## src/rtl/lcd_4bits_responder.sv

```systemverilog
// -----------------------------------------------------------------------------
// lcd_4bits_responder
//
// Device-side model of a 4-bit HD44780-style LCD bus. The bus pins are sampled
// on the system clock. Nibble pairs (high nibble first) are reassembled into
// bytes. The instruction subset used by the LCD write path is executed, DDRAM
// writes are reported as single-cycle strobes, and busy-flag/address reads
// are answered.
//
// Ports
//   i_clock           system clock
//   i_reset_n         asynchronous reset, active low
//   i_lcd_e           bus enable (a byte nibble is taken on its falling edge)
//   i_lcd_rs          register select (0 = instruction, 1 = data)
//   i_lcd_rw          1 = read
//   i_sf_d            bus nibble (SF_D[11:8])
//   o_sf_d_out        read-back nibble
//   o_sf_d_oe         drive enable for o_sf_d_out
//   o_wr_en           one-cycle DDRAM write strobe
//   o_wr_addr         DDRAM address of the write
//   o_wr_data         DDRAM character of the write
//   o_clear_pulse     one-cycle pulse on clear display
//   o_display_on, o_cursor_on, o_blink_on, o_two_line   latched control bits
//   o_ac              address counter
//   o_busy            busy flag
//   o_protocol_err    one-cycle pulse: RS/RW differed between the two nibbles
//   o_nibble_timeout  one-cycle pulse: low nibble never arrived
// -----------------------------------------------------------------------------
module lcd_4bits_responder #(
   parameter int BUSY_CYCLES      = 2000,
   parameter int BUSY_LONG_CYCLES = 82000,
   parameter int NIBBLE_TIMEOUT   = 50000
) (
   input  logic       i_clock,
   input  logic       i_reset_n,
   input  logic       i_lcd_e,
   input  logic       i_lcd_rs,
   input  logic       i_lcd_rw,
   input  logic [3:0] i_sf_d,
   output logic [3:0] o_sf_d_out,
   output logic       o_sf_d_oe,
   output logic       o_wr_en,
   output logic [6:0] o_wr_addr,
   output logic [7:0] o_wr_data,
   output logic       o_clear_pulse,
   output logic       o_display_on,
   output logic       o_cursor_on,
   output logic       o_blink_on,
   output logic       o_two_line,
   output logic [6:0] o_ac,
   output logic       o_busy,
   output logic       o_protocol_err,
   output logic       o_nibble_timeout
);

   localparam int BUSY_MAX = (BUSY_LONG_CYCLES > BUSY_CYCLES) ? BUSY_LONG_CYCLES : BUSY_CYCLES;
   localparam int BW       = $clog2(BUSY_MAX + 1);
   localparam int TW       = $clog2(NIBBLE_TIMEOUT + 1);

   typedef struct packed {
      logic       e;
      logic       rs;
      logic       rw;
      logic [3:0] d;
   } bus_t;

   typedef enum logic {ST_HI, ST_LO} nib_state_t;

   // Input capture chain (s1 -> s2 -> s3)
   bus_t r_s1, r_s2, r_s3;

   nib_state_t      r_state;
   logic [3:0]      r_hi;
   logic            r_hi_rs;
   logic            r_hi_rw;
   logic [TW-1:0]   r_to_cnt;
   logic [BW-1:0]   r_busy_cnt;
   logic [6:0]      r_ac;
   logic            r_id;
   logic            r_display_on;
   logic            r_cursor_on;
   logic            r_blink_on;
   logic            r_two_line;
   logic            r_wr_en;
   logic [6:0]      r_wr_addr;
   logic [7:0]      r_wr_data;
   logic            r_clear_pulse;
   logic            r_protocol_err;
   logic            r_nibble_timeout;
   logic [3:0]      r_sf_d_out;

   logic            w_fall;
   logic [7:0]      w_byte;
   logic            w_pair_ok;
   logic [6:0]      w_ac_step;
   logic            w_busy;
   logic            w_oe;
   logic [3:0]      w_rd_nibble;

   // s3 holds the last sample taken with E high, so RS/RW/D come from it.
   assign w_fall    = !r_s2.e && r_s3.e;
   assign w_byte    = {r_hi, r_s3.d};
   assign w_pair_ok = (r_hi_rs == r_s3.rs) && (r_hi_rw == r_s3.rw);
   assign w_ac_step = r_id ? (r_ac + 7'd1) : (r_ac - 7'd1);
   assign w_busy    = (r_busy_cnt != '0);
   assign w_oe      = r_s1.e && r_s1.rw;

   // Read-back value: the nibble position follows the reassembly state, so a
   // HI-position read reports busy plus the upper address bits.
   always_comb begin
      w_rd_nibble = 4'h0;
      if (!r_s1.rs) begin
         w_rd_nibble = (r_state == ST_HI) ? {w_busy, r_ac[6:4]} : r_ac[3:0];
      end
   end

   always_ff @(posedge i_clock or negedge i_reset_n) begin
      if (!i_reset_n) begin
         r_s1       <= '0;
         r_s2       <= '0;
         r_s3       <= '0;
         r_sf_d_out <= 4'h0;
      end else begin
         r_s1 <= '{e: i_lcd_e, rs: i_lcd_rs, rw: i_lcd_rw, d: i_sf_d};
         r_s2 <= r_s1;
         r_s3 <= r_s2;
         if (w_oe) begin
            r_sf_d_out <= w_rd_nibble;
         end
      end
   end

   // Nibble reassembly and byte execution.
   always_ff @(posedge i_clock or negedge i_reset_n) begin
      if (!i_reset_n) begin
         r_state          <= ST_HI;
         r_hi             <= 4'h0;
         r_hi_rs          <= 1'b0;
         r_hi_rw          <= 1'b0;
         r_to_cnt         <= '0;
         r_busy_cnt       <= '0;
         r_ac             <= 7'h00;
         r_id             <= 1'b1;
         r_display_on     <= 1'b0;
         r_cursor_on      <= 1'b0;
         r_blink_on       <= 1'b0;
         r_two_line       <= 1'b0;
         r_wr_en          <= 1'b0;
         r_wr_addr        <= 7'h00;
         r_wr_data        <= 8'h00;
         r_clear_pulse    <= 1'b0;
         r_protocol_err   <= 1'b0;
         r_nibble_timeout <= 1'b0;
      end else begin
         r_wr_en          <= 1'b0;
         r_clear_pulse    <= 1'b0;
         r_protocol_err   <= 1'b0;
         r_nibble_timeout <= 1'b0;

         // Later assignments below override this decrement, so a reload in
         // the same cycle as expiry keeps busy asserted.
         if (w_busy) begin
            r_busy_cnt <= r_busy_cnt - 1'b1;
         end

         case (r_state)
            ST_HI: begin
               if (w_fall) begin
                  r_hi     <= r_s3.d;
                  r_hi_rs  <= r_s3.rs;
                  r_hi_rw  <= r_s3.rw;
                  r_to_cnt <= '0;
                  r_state  <= ST_LO;
               end
            end

            ST_LO: begin
               if (w_fall) begin
                  r_state <= ST_HI;
                  if (!w_pair_ok) begin
                     r_protocol_err <= 1'b1;
                  end else if (r_hi_rw) begin
                     // Data reads advance the address counter; status reads
                     // have no side effects.
                     if (r_hi_rs) begin
                        r_ac <= w_ac_step;
                     end
                  end else if (r_hi_rs) begin
                     r_wr_en    <= 1'b1;
                     r_wr_addr  <= r_ac;
                     r_wr_data  <= w_byte;
                     r_ac       <= w_ac_step;
                     r_busy_cnt <= BW'(BUSY_CYCLES);
                  end else begin
                     // Instruction: the highest set bit selects the command.
                     casez (w_byte)
                        8'b1???????: begin
                           r_ac       <= w_byte[6:0];
                           r_busy_cnt <= BW'(BUSY_CYCLES);
                        end
                        8'b01??????: begin
                           r_busy_cnt <= BW'(BUSY_CYCLES);
                        end
                        8'b001?????: begin
                           r_two_line <= w_byte[3];
                           r_busy_cnt <= BW'(BUSY_CYCLES);
                        end
                        8'b0001????: begin
                           if (!w_byte[3]) begin
                              r_ac <= w_byte[2] ? (r_ac + 7'd1) : (r_ac - 7'd1);
                           end
                           r_busy_cnt <= BW'(BUSY_CYCLES);
                        end
                        8'b00001???: begin
                           r_display_on <= w_byte[2];
                           r_cursor_on  <= w_byte[1];
                           r_blink_on   <= w_byte[0];
                           r_busy_cnt   <= BW'(BUSY_CYCLES);
                        end
                        8'b000001??: begin
                           r_id       <= w_byte[1];
                           r_busy_cnt <= BW'(BUSY_CYCLES);
                        end
                        8'b0000001?: begin
                           r_ac       <= 7'h00;
                           r_busy_cnt <= BW'(BUSY_LONG_CYCLES);
                        end
                        8'b00000001: begin
                           r_ac          <= 7'h00;
                           r_id          <= 1'b1;
                           r_clear_pulse <= 1'b1;
                           r_busy_cnt    <= BW'(BUSY_LONG_CYCLES);
                        end
                        default: begin
                           // 0x00 is a no-operation and leaves busy alone.
                        end
                     endcase
                  end
               end else if (r_to_cnt == TW'(NIBBLE_TIMEOUT - 1)) begin
                  // Lost low nibble: resynchronise on the next nibble.
                  r_state          <= ST_HI;
                  r_nibble_timeout <= 1'b1;
               end else begin
                  r_to_cnt <= r_to_cnt + 1'b1;
               end
            end

            default: r_state <= ST_HI;
         endcase
      end
   end

   assign o_sf_d_out       = r_sf_d_out;
   assign o_sf_d_oe        = w_oe;
   assign o_wr_en          = r_wr_en;
   assign o_wr_addr        = r_wr_addr;
   assign o_wr_data        = r_wr_data;
   assign o_clear_pulse    = r_clear_pulse;
   assign o_display_on     = r_display_on;
   assign o_cursor_on      = r_cursor_on;
   assign o_blink_on       = r_blink_on;
   assign o_two_line       = r_two_line;
   assign o_ac             = r_ac;
   assign o_busy           = w_busy;
   assign o_protocol_err   = r_protocol_err;
   assign o_nibble_timeout = r_nibble_timeout;

endmodule

```

## config.mk

```make
export PLATFORM = sky130hd
export DESIGN_NAME = lcd_4bits_responder
export DESIGN_NICKNAME = d
export VERILOG_FILES = /design/src/rtl/lcd_4bits_responder.sv
export SDC_FILE = /design/constraint.sdc
export NUM_CORES = 1
export LEC_CHECK = 0
export CELL_PAD_IN_SITES_DETAIL_PLACEMENT = 0
export CELL_PAD_IN_SITES_GLOBAL_PLACEMENT = 1
export CORE_MARGIN = 5
export CORE_UTILIZATION = 30
export CTS_CLUSTER_SIZE = 12
export DETAILED_ROUTE_END_ITERATION = 8
export GPL_TIMING_DRIVEN = 0
export PLACE_DENSITY_LB_ADDON = 0.1
export RECOVER_POWER = 50
export SLEW_MARGIN = 20
export SYNTH_ARGS = -nofsm -noshare
export SYNTH_HDL_FRONTEND = slang
export SYNTH_SLANG_ARGS = --single-unit
```

## constraint.sdc

```tcl
create_clock -name i_clock -period 3.1 [get_ports i_clock]
set_input_delay 0.465 -clock i_clock [delete_from_list [all_inputs] [get_ports i_clock]]
set_output_delay 0.465 -clock i_clock [all_outputs]
set_load 0.05 [all_outputs]
```

* Yosys cells after proc, flatten, opt, wreduce, memory -nomap -nowiden
Index checks and enable logic that the tools add are counted. W data, S select, Z words.
Storage, ports and cells: word-level logic and storage cells 111, bits in registers 96, input port bits 9
Operators by class: reduce and logical (&&, ||, !) cells 16, bitwise gates (word level) 3, add/sub/neg operators 4, multiplexer cells 42, equal/unequal tests 15
Operator list (number):
- $mux W17 | 6
- $mux W16 | 3
- $mux W7 | 6
- $pmux W17 S2 | 1
- $pmux W16 S2 | 1
- $reduce_and A6 Y1 | 4
- $pmux W7 S3 | 1
- $mux W1 | 20
- $reduce_bool A17 Y1 | 1
- $sub A17 B1 Y17 const B | 1
- $add A16 B1 Y16 const B | 1
- $eq A16 B16 Y1 const B | 1
- $eq A8 B1 Y1 const B | 1
- $mux W4 | 2
- $ne A2 B2 Y1 const B | 4
- $add A7 B1 Y7 const B | 1
- $eq A7 B1 Y1 const B | 1
- $sub A7 B1 Y7 const B | 1
- $eq A6 B1 Y1 const B | 1
- $reduce_or A6 Y1 | 1
- $eq A5 B1 Y1 const B | 1
- $reduce_and A5 Y1 | 1
- $eq A4 B1 Y1 const B | 1
- $pmux W1 S2 | 2
- 12 further kinds | 17

* Longest topological paths before layout
Gate-level depths: netlist (run 1).
depth in word-level cells 8, gate-level depth with buffers 8, mapped depth without buffers 7

* Worst setup path after synthesis (run 1)
OpenSTA, ideal clock, no wires.
path type register to register, start point register r_ac[0], in the netlist o_ac[0], end point register r_ac[6], in the netlist o_ac[6], setup time 66 ps, period minus slack after synthesis 2190 ps, setup slack 910 ps, arrival time 2124 ps, stages on the path, launching flop included 9, path through dfrtp_1 > clkbuf_1 > inv_1 > ha_1 > nor4b_1 > a2bb2o_1 > a32o_1 > a21oi_1 > o22a_1
Between the ends: cells in the longest elaborated chain, start to end 6, elaborated cells on any way between the ends 9, those cells by class add/sub (2); mux (7)
Ends and longest elaborated chain:
- start: declaration | line 78 | logic [6:0] r_ac;
- start signal: assignment | line 186 | r_ac <= w_ac_step;
- start signal: assignment | line 192 | r_ac <= w_ac_step;
- start signal: assignment | line 198 | r_ac <= w_byte[6:0];
- $sub A7 B1 Y7 or $add A7 B1 Y7 (tied branches) | line 104, 210
- $mux W7 | line 210 | r_ac <= w_byte[2] ? (r_ac + 7'd1) : (r_ac - 7'd1);
- $mux W7 | line 209 | if (!w_byte[3]) begin
- $pmux W7 S3 | line 196 | casez (w_byte)
- $mux W7 | line 188 | end else if (r_hi_rs) begin
- $mux W7 (*) | line 182 | end else if (r_hi_rw) begin
Mark *: on every way between the ends. The rest lies on a longest branch, timed or not. The select of a mux whose other input is x is not followed. A chain may end at the register's enable or synchronous reset.

* Worst setup path in the final report (run 1)
start point register r_busy_cnt[0], end point output o_busy
Between the ends: cells in the longest elaborated chain, start to end 1
Ends and longest elaborated chain:
- start: declaration | line 77 | logic [BW-1:0] r_busy_cnt;
- start signal: assignment | line 163 | r_busy_cnt <= r_busy_cnt - 1'b1;
- start signal: assignment | line 193 | r_busy_cnt <= BW'(BUSY_CYCLES);
- start signal: assignment | line 199 | r_busy_cnt <= BW'(BUSY_CYCLES);
- $reduce_bool A17 Y1 | line 105 | assign w_busy = (r_busy_cnt != '0);
- end: declaration | line 51 | output logic o_busy,
Every way passes these cells.

==> impl_metrics.csv, run 1 <==
group,metric,value,unit
worst_hold_path,worstHoldPathType,"reg2reg",
placement,place_area,0.00543,mm2
logic_synthesis,yosysSeqAreaShare,51.2,%
setup_path,critPathRequiredTime,2.63,ns
global_routing,antenna_found_initial,0,
drt,routed_wl,11500,um
pwr,vdd_drop_max,0.267,mV
logic_synthesis,synth-edff-count,0,
die,core,0.0153,mm2
drt,drt_iter0_drc,193,
logic_synthesis,synth.top_cells.by_area,"dfrtp_1 51%, nand2_1 4.6%, mux2_2 3.8%",
sta,post-route-period-util,88.3,%
logic_synthesis,synth.net_count,470,
logic_synthesis,syn_avg_cell_area,10.3,um2
drt,wl_per_cell,15.8,um
global_routing,grt_max_degree,64,
setup_path,worstSetupEndpointType,"output pin",
clocking,clockBufferDepth,2,
sta,slew_viol_final,34,
die,std_cell_rows,45,
logic_synthesis,ys.flop_type,"dfrtp_1",
clocking,postCtsSetupRepairBufs,0,
die,die_w,135,um
drt,drc_errors,0,
sta,worst_slew_pin_slew,2.02,ns
logic_synthesis,synth_most_common_cell,"dfrtp_1",
cells_and_area,layout-drive-gt1-share,11.8,%
logic_synthesis,ys_ff_latch,96,
setup_path,endpoint,"o_busy",
sta,whs,0.350,ns
clocking,cts_tree,"yes",
pwr,p_per_area,805,mW/mm2
sta,final-hold-violation-count,0,
setup_path,crit_arrival,2.27,ns
run_status,violations,"capacitance limit, slew limit",
run_status,outcome,"finished with violations",
setup_path,worstSetupPathType,"reg2out",
global_routing,overflow,0,
clocking,cts-hold-fix-buffers,0,
placement,place_congestion,0.822,
cells_and_area,layout.nets,526,
clocking,clockRootBuffer,"clkbuf_16",
worst_hold_path,holdCritStartpoint,"r_s2[0]$_DFF_PN0_",
setup_path,crit_start,"r_busy_cnt[0]$_DFF_PN0_",
cells_and_area,syn2layout_area_growth,22.2,%
clocking,cts_buffers,9,
logic_synthesis,synth_common_cells,"95 x dfrtp_1, 58 x nand2_1, 30 x nor2_1",
global_routing,grt_pass1_wl,19200,um
setup_path,crit_fanout,9,
drt,antenna_left,0,
sta,relSlewSlack,-34.8,%
logic_synthesis,yosysWarnings,0,
setup_path,r2r_cells,8,
logic_synthesis,synthArstFlopShare,100,%
setup_path,r2r_slack,0.95,ns
drt,dr_total_vias,3546,
sta,fmax,365,MHz
logic_synthesis,synth_top_area_share,50.6,%
sta,setup_viol_count_final,0,
cells_and_area,n_antenna_cell,0,
logic_synthesis,yosysTopAreaCell,"dfrtp_1",
die,num_io_pins,45,
cells_and_area,fin_util,37.6,%
sta,finalClockSkew,0.0112,ns
flow_run,cap_violations,1,
sta,rsz0062_at_grt,"no",
logic_synthesis,synth.distinct_cells,68,
drt,viasPerCell,4.87,
die,start_util,30.8,%
setup_path,timing.rr.end,"o_ac[6]$_DFFE_PN0P_",
die,die_h,135,um
logic_synthesis,syn-cell-area,0.00469,mm2
clocking,clk_latency,0.36,ns
global_routing,grt_pass1_vias,3589,
placement,port_buffers,44,
sta,min_period,2.74,ns
clocking,clkTransAtPathRegs,0.07,ns
global_routing,grt_use_total,13.3,%
clocking,htreeDepth,3,
drt,first_pass_iters,4,
placement,dpl.hpwl,8030,um
clocking,cts.sinks,96,
setup_path,start_kind,"flop",
pwr,p_leak,0.00241,uW
cells_and_area,final_cell_area,0.00574,mm2
setup_path,r2r-start,"o_ac[0]$_DFFE_PN0P_",
logic_synthesis,postSynthCellCount,456,
die,dieArea,0.0183,mm2
==> through the flow <==
stage | std cells | setup slack, ns | setup TNS (ns) | total power (uW)
after floorplan | 456 | 0.910 | 0 | 2940
after global placement | 711 | -2.43 | -230.54 | 3440
after detailed placement | 712 | 0.125 | 0 | 3470
after CTS | 728 | 0.00572 | 0 | 4670
after global routing | 728 | 0.167 | 0 | 4920
final | 728 | 0.362 | 0 | 4620
==> timing repair <==
item	4_1_cts	5_1_grt
setup endpoints to repair	1	1
gates resized for setup	1	3
endpoints found under the hold margin	0	0
==> sequential cells by signal, indices dropped and copies added, names as in the netlist, 7 cells and up <==
| name | cells |
|---|---|
| o_ac | 7 |
| o_wr_addr | 7 |
| o_wr_data | 8 |
| r_busy_cnt | 17 |
| r_s1 | 7 |
| r_s2 | 7 |
| r_s3 | 7 |
| r_to_cnt | 16 |
==> final cells by class <==
cell class	count	area [um2]
Buffer	20	86.3
Clock buffer	9	225
Clock inverter	7	86.3
Fill cell	1522	9520
Inverter	12	45.0
Multi-Input combinational cell	328	2170
Sequential cell	96	2400
Tap cell	211	264
Timing Repair Buffer	45	457
==> worst max-delay path, stage by stage (launching register included) <==
cell and delay, ns:
dfrtp_1 0.44, inv_1 0.10, ha_1 0.16, nor4b_4 0.34
and2_1 0.18, clkbuf_1 0.21, nand2_2 0.21, clkbuf_2 0.29
==> kinds of logic (layout without fill, tap and decap cells) <==
logic type / count (synthesis) / in the layout / share of synthesized area [%]
mux: 29 / 29 / 6.61
compound gates: 82 / 82 / 12.2
fa+ha+maj: 5 / 5 / 1.33
flops: 96 / 96 / 51.2
simple gates: 193 / 193 / 22.4
xor+xnor: 19 / 19 / 3.54
buf+inv: 32 / 93 / 2.80
==> layout by cell type (no fill, tap or decap), types with 12 or more instances in the layout <==
cell type / netlist / routed
o21ai_0: 17 / 17
mux2_2: 16 / 16
dfrtp_1: 95 / 95
inv_1: 12 / 12
nand2_1: 58 / 58
clkbuf_1: 13 / 14
nor2_1: 30 / 30
nor3_1: 14 / 14
a21oi_1: 16 / 16
clkdlybuf4s50_1: 0 / 35
mux2i_1: 13 / 13
nand3_1: 23 / 23
==> how the worst min path moves through the flow <==
stage	to	cells after the start
floorplan	o_ac[0]$_DFFE_PN0P_	0
global placement	r_s2[0]$_DFF_PN0_	0
detailed placement	r_s3[0]$_DFF_PN0_	0
CTS	o_ac[4]$_DFFE_PN0P_	1
global route	r_s3[5]$_DFF_PN0_	0
finish	r_s3[0]$_DFF_PN0_	0
==> per-layer routing <==
layer	track usage (%)	vias up	wire length, um
met5	0	-	0
met4	4.65	0	190
met3	3.35	16	441
met2	20.2	54	5050
met1	18.5	1714	5850
li1	-	1762	-
==> where the power goes <==
part | internal, uW | total (uW) | switching (uW)
combinational | 619 | 1620 | 996
clock | 643 | 1180 | 536
sequential | 1510 | 1830 | 318
Power figures use the tool's default switching activity.
==> run 2, diff against run 1 <==
Settings changed: GPL_ROUTABILITY_DRIVEN set to 0.
==> results of run 2 <==
Same layout as run 1: the final DEF is identical, and so are final timing and power.
==> run 3, diff against run 2 <==
Settings changed: CORE_MARGIN 5 to 2.
==> run 3 against run 2 <==
The run still ends with capacitance limit, slew limit left; routed wire length down 2.0%; sequential cell count unchanged; utilization about the same; hold slack worse by 0.00099 ns; clock power down 6%; via count up 1.4%; highest routed layer unchanged.
==> impl_metrics.csv, run 3 (synthesis gave the netlist of run 1 again) <==
group,metric,value,unit
run_status,outcome,"finished with violations",
run_status,violations,"capacitance limit, slew limit",
pwr,swShare,40.6,%
drt,antenna_left,0,
sta,rsz0062_at_grt,"no",
pwr,p_per_area,792,mW/mm2
clocking,clk_latency,0.36,ns
die,die_h,129,um
setup_path,crit_fanout,9,
setup_path,crit_arrival,2.44,ns
drt,routed_wl,11300,um
pwr,p_int,2700,uW
cells_and_area,syn2layout_area_growth,22.1,%
clocking,cts_tree,"yes",
drt,drc_errors,0,
clocking,clkTransAtPathRegs,0.07,ns
setup_path,critPathRequiredTime,2.63,ns
drt,first_pass_iters,4,
cells_and_area,layout.nets,527,
clocking,cts_buffers,9,
clocking,postCtsSetupRepairBufs,0,
sta,final-hold-violation-count,0,
sta,min_period,2.90,ns
drt,drt_iter0_drc,239,
cells_and_area,n_antenna_cell,0,
global_routing,grt_max_degree,70,
cells_and_area,layout-drive-gt1-share,11.6,%
global_routing,grt_pass1_vias,3618,
die,num_io_pins,45,
setup_path,worstSetupPathType,"reg2out",
clocking,cts.sinks,96,
sta,post-route-period-util,93.6,%
clocking,clockBufferDepth,2,
global_routing,grt_use_total,14.8,%
sta,setup_viol_count_final,0,
pwr,total_power,4540,uW
cells_and_area,layout_commonest_cell,"dfrtp_1",
flow_run,cap_violations,1,
global_routing,overflow,0,
worst_hold_path,worstHoldPathType,"reg2reg",
die,core,0.0153,mm2
global_routing,antenna_found_initial,0,
cells_and_area,largest_reg_flops,17,
die,die_w,129,um
placement,dpl.hpwl,7830,um
pwr,vdd_drop_max,0.368,mV
clocking,clockRootBuffer,"clkbuf_16",
setup_path,start_kind,"flop",
pwr,clkPwrFrac,24.4,%
sta,relSlewSlack,-14.0,%
pwr,p_comb_share,35.5,%
setup_path,worstSetupEndpointType,"output pin",
sta,fmax,345,MHz
pwr,power.sequential.fraction,40.1,%
cells_and_area,regMostFlops,"r_busy_cnt",
clocking,htreeDepth,3,
drt,dr_total_vias,3595,
sta,finalClockSkew,0.00872,ns
pwr,p_leak,0.00241,uW
die,std_cell_rows,45,
cells_and_area,final_cell_area,0.00573,mm2
sta,worst_slew_pin_slew,1.71,ns
drt,wl_per_cell,15.5,um
die,dieArea,0.0167,mm2
die,start_util,30.8,%
cells_and_area,mostFrequentLayoutCells,"95 x dfrtp_1, 58 x nand2_1, 35 x clkdlybuf4s50_1",
placement,port_buffers,44,
global_routing,grt_pass1_wl,19200,um
sta,slew_viol_final,28,
drt,viasPerCell,4.93,
placement,place_area,0.00543,mm2
pwr,p_sw,1840,uW
cells_and_area,fill_cells,1525,
[run 3: power groups by stage]
| stage | Clock (uW) | Sequential [uW] | Combinational (uW) |
|---|---|---|---|
| 2_1_floorplan | 0 | 2090 | 858 |
| 3_3_place_gp | 0 | 1840 | 1600 |
| 3_5_place_dp | 0 | 1840 | 1610 |
| 4_1_cts | 1160 | 1820 | 1620 |
| 5_1_grt | 1220 | 1880 | 1780 |
| 6_report | 1110 | 1820 | 1610 |
[run 3: metrics by stage]
stage          setup TNS [ns]  hold slack, ns  std cells  util [%]  setup slack, ns
6_report                    0           0.349        729      37.6            0.199
5_1_grt                     0           0.365        729      37.6           0.0202
4_1_cts                     0           0.351        729      37.6           0.0122
3_5_place_dp                0           0.335        712      35.6            0.115
3_3_place_gp          -219.35           0.332        711      35.4            -2.31
2_1_floorplan               0           0.169        456         -            0.910
[run 3: timing repair]
action,4_1_cts,5_1_grt
pin swaps,0,0
gates resized for setup,1,1
hold endpoints to repair,27,0
hold buffers,1,0
endpoints found under the setup margin,1,1
gates cloned,0,0
[run 3: layer usage]
| layer | vias up | GRT usage (%) | part of all wire, % |
|---|---|---|---|
| met2 | 64 | 21.9 | 44 |
| li1 | 1765 | - | - |
| met1 | 1755 | 21.3 | 50 |
| met4 | 0 | 5.82 | 1.6 |
| met3 | 11 | 3.30 | 4.1 |
| met5 | - | 0 | 0 |
[run 3: worst max-delay path, stage by stage, from the launching register on]
cell,delay [ns]
dfrtp_1,0.43
inv_1,0.10
ha_1,0.16
nor4b_4,0.33
and2_1,0.18
clkbuf_1,0.22
nand2_2,0.20
dlygate4sd2_1,0.47
[run 3: cell type report]
type | count | area, um2 | share of cell area, %
flip-flops and latches | 96 | 2400 | 41.9
multi-input cells | 328 | 2170 | 37.8
repair buffers | 46 | 470 | 8.20
well taps | 211 | 264 | 4.60
clock buffers | 9 | 225 | 3.93
plain buffers | 20 | 86.3 | 1.51
clock inverters | 7 | 71.3 | 1.24
inverters | 12 | 45.0 | 0.786
[run 3: path summary, 6_finish.rpt]
check	cells after the start	startpoint	endpoint	slack [ns]
worst min-delay path	0	r_s2[0]$_DFF_PN0_	r_s3[0]$_DFF_PN0_	0.35
worst max register to register	8	o_ac[0]$_DFFE_PN0P_	o_ac[6]$_DFFE_PN0P_	0.94
min in group asynchronous	2	i_reset_n	r_busy_cnt[12]$_DFF_PN0_	1.10
worst min register to register	0	r_s2[0]$_DFF_PN0_	r_s3[0]$_DFF_PN0_	0.35
worst max-delay path	7	r_busy_cnt[0]$_DFF_PN0_	o_busy	0.20
max in group asynchronous	3	i_reset_n	r_id$_DFFE_PN1P_	0.89
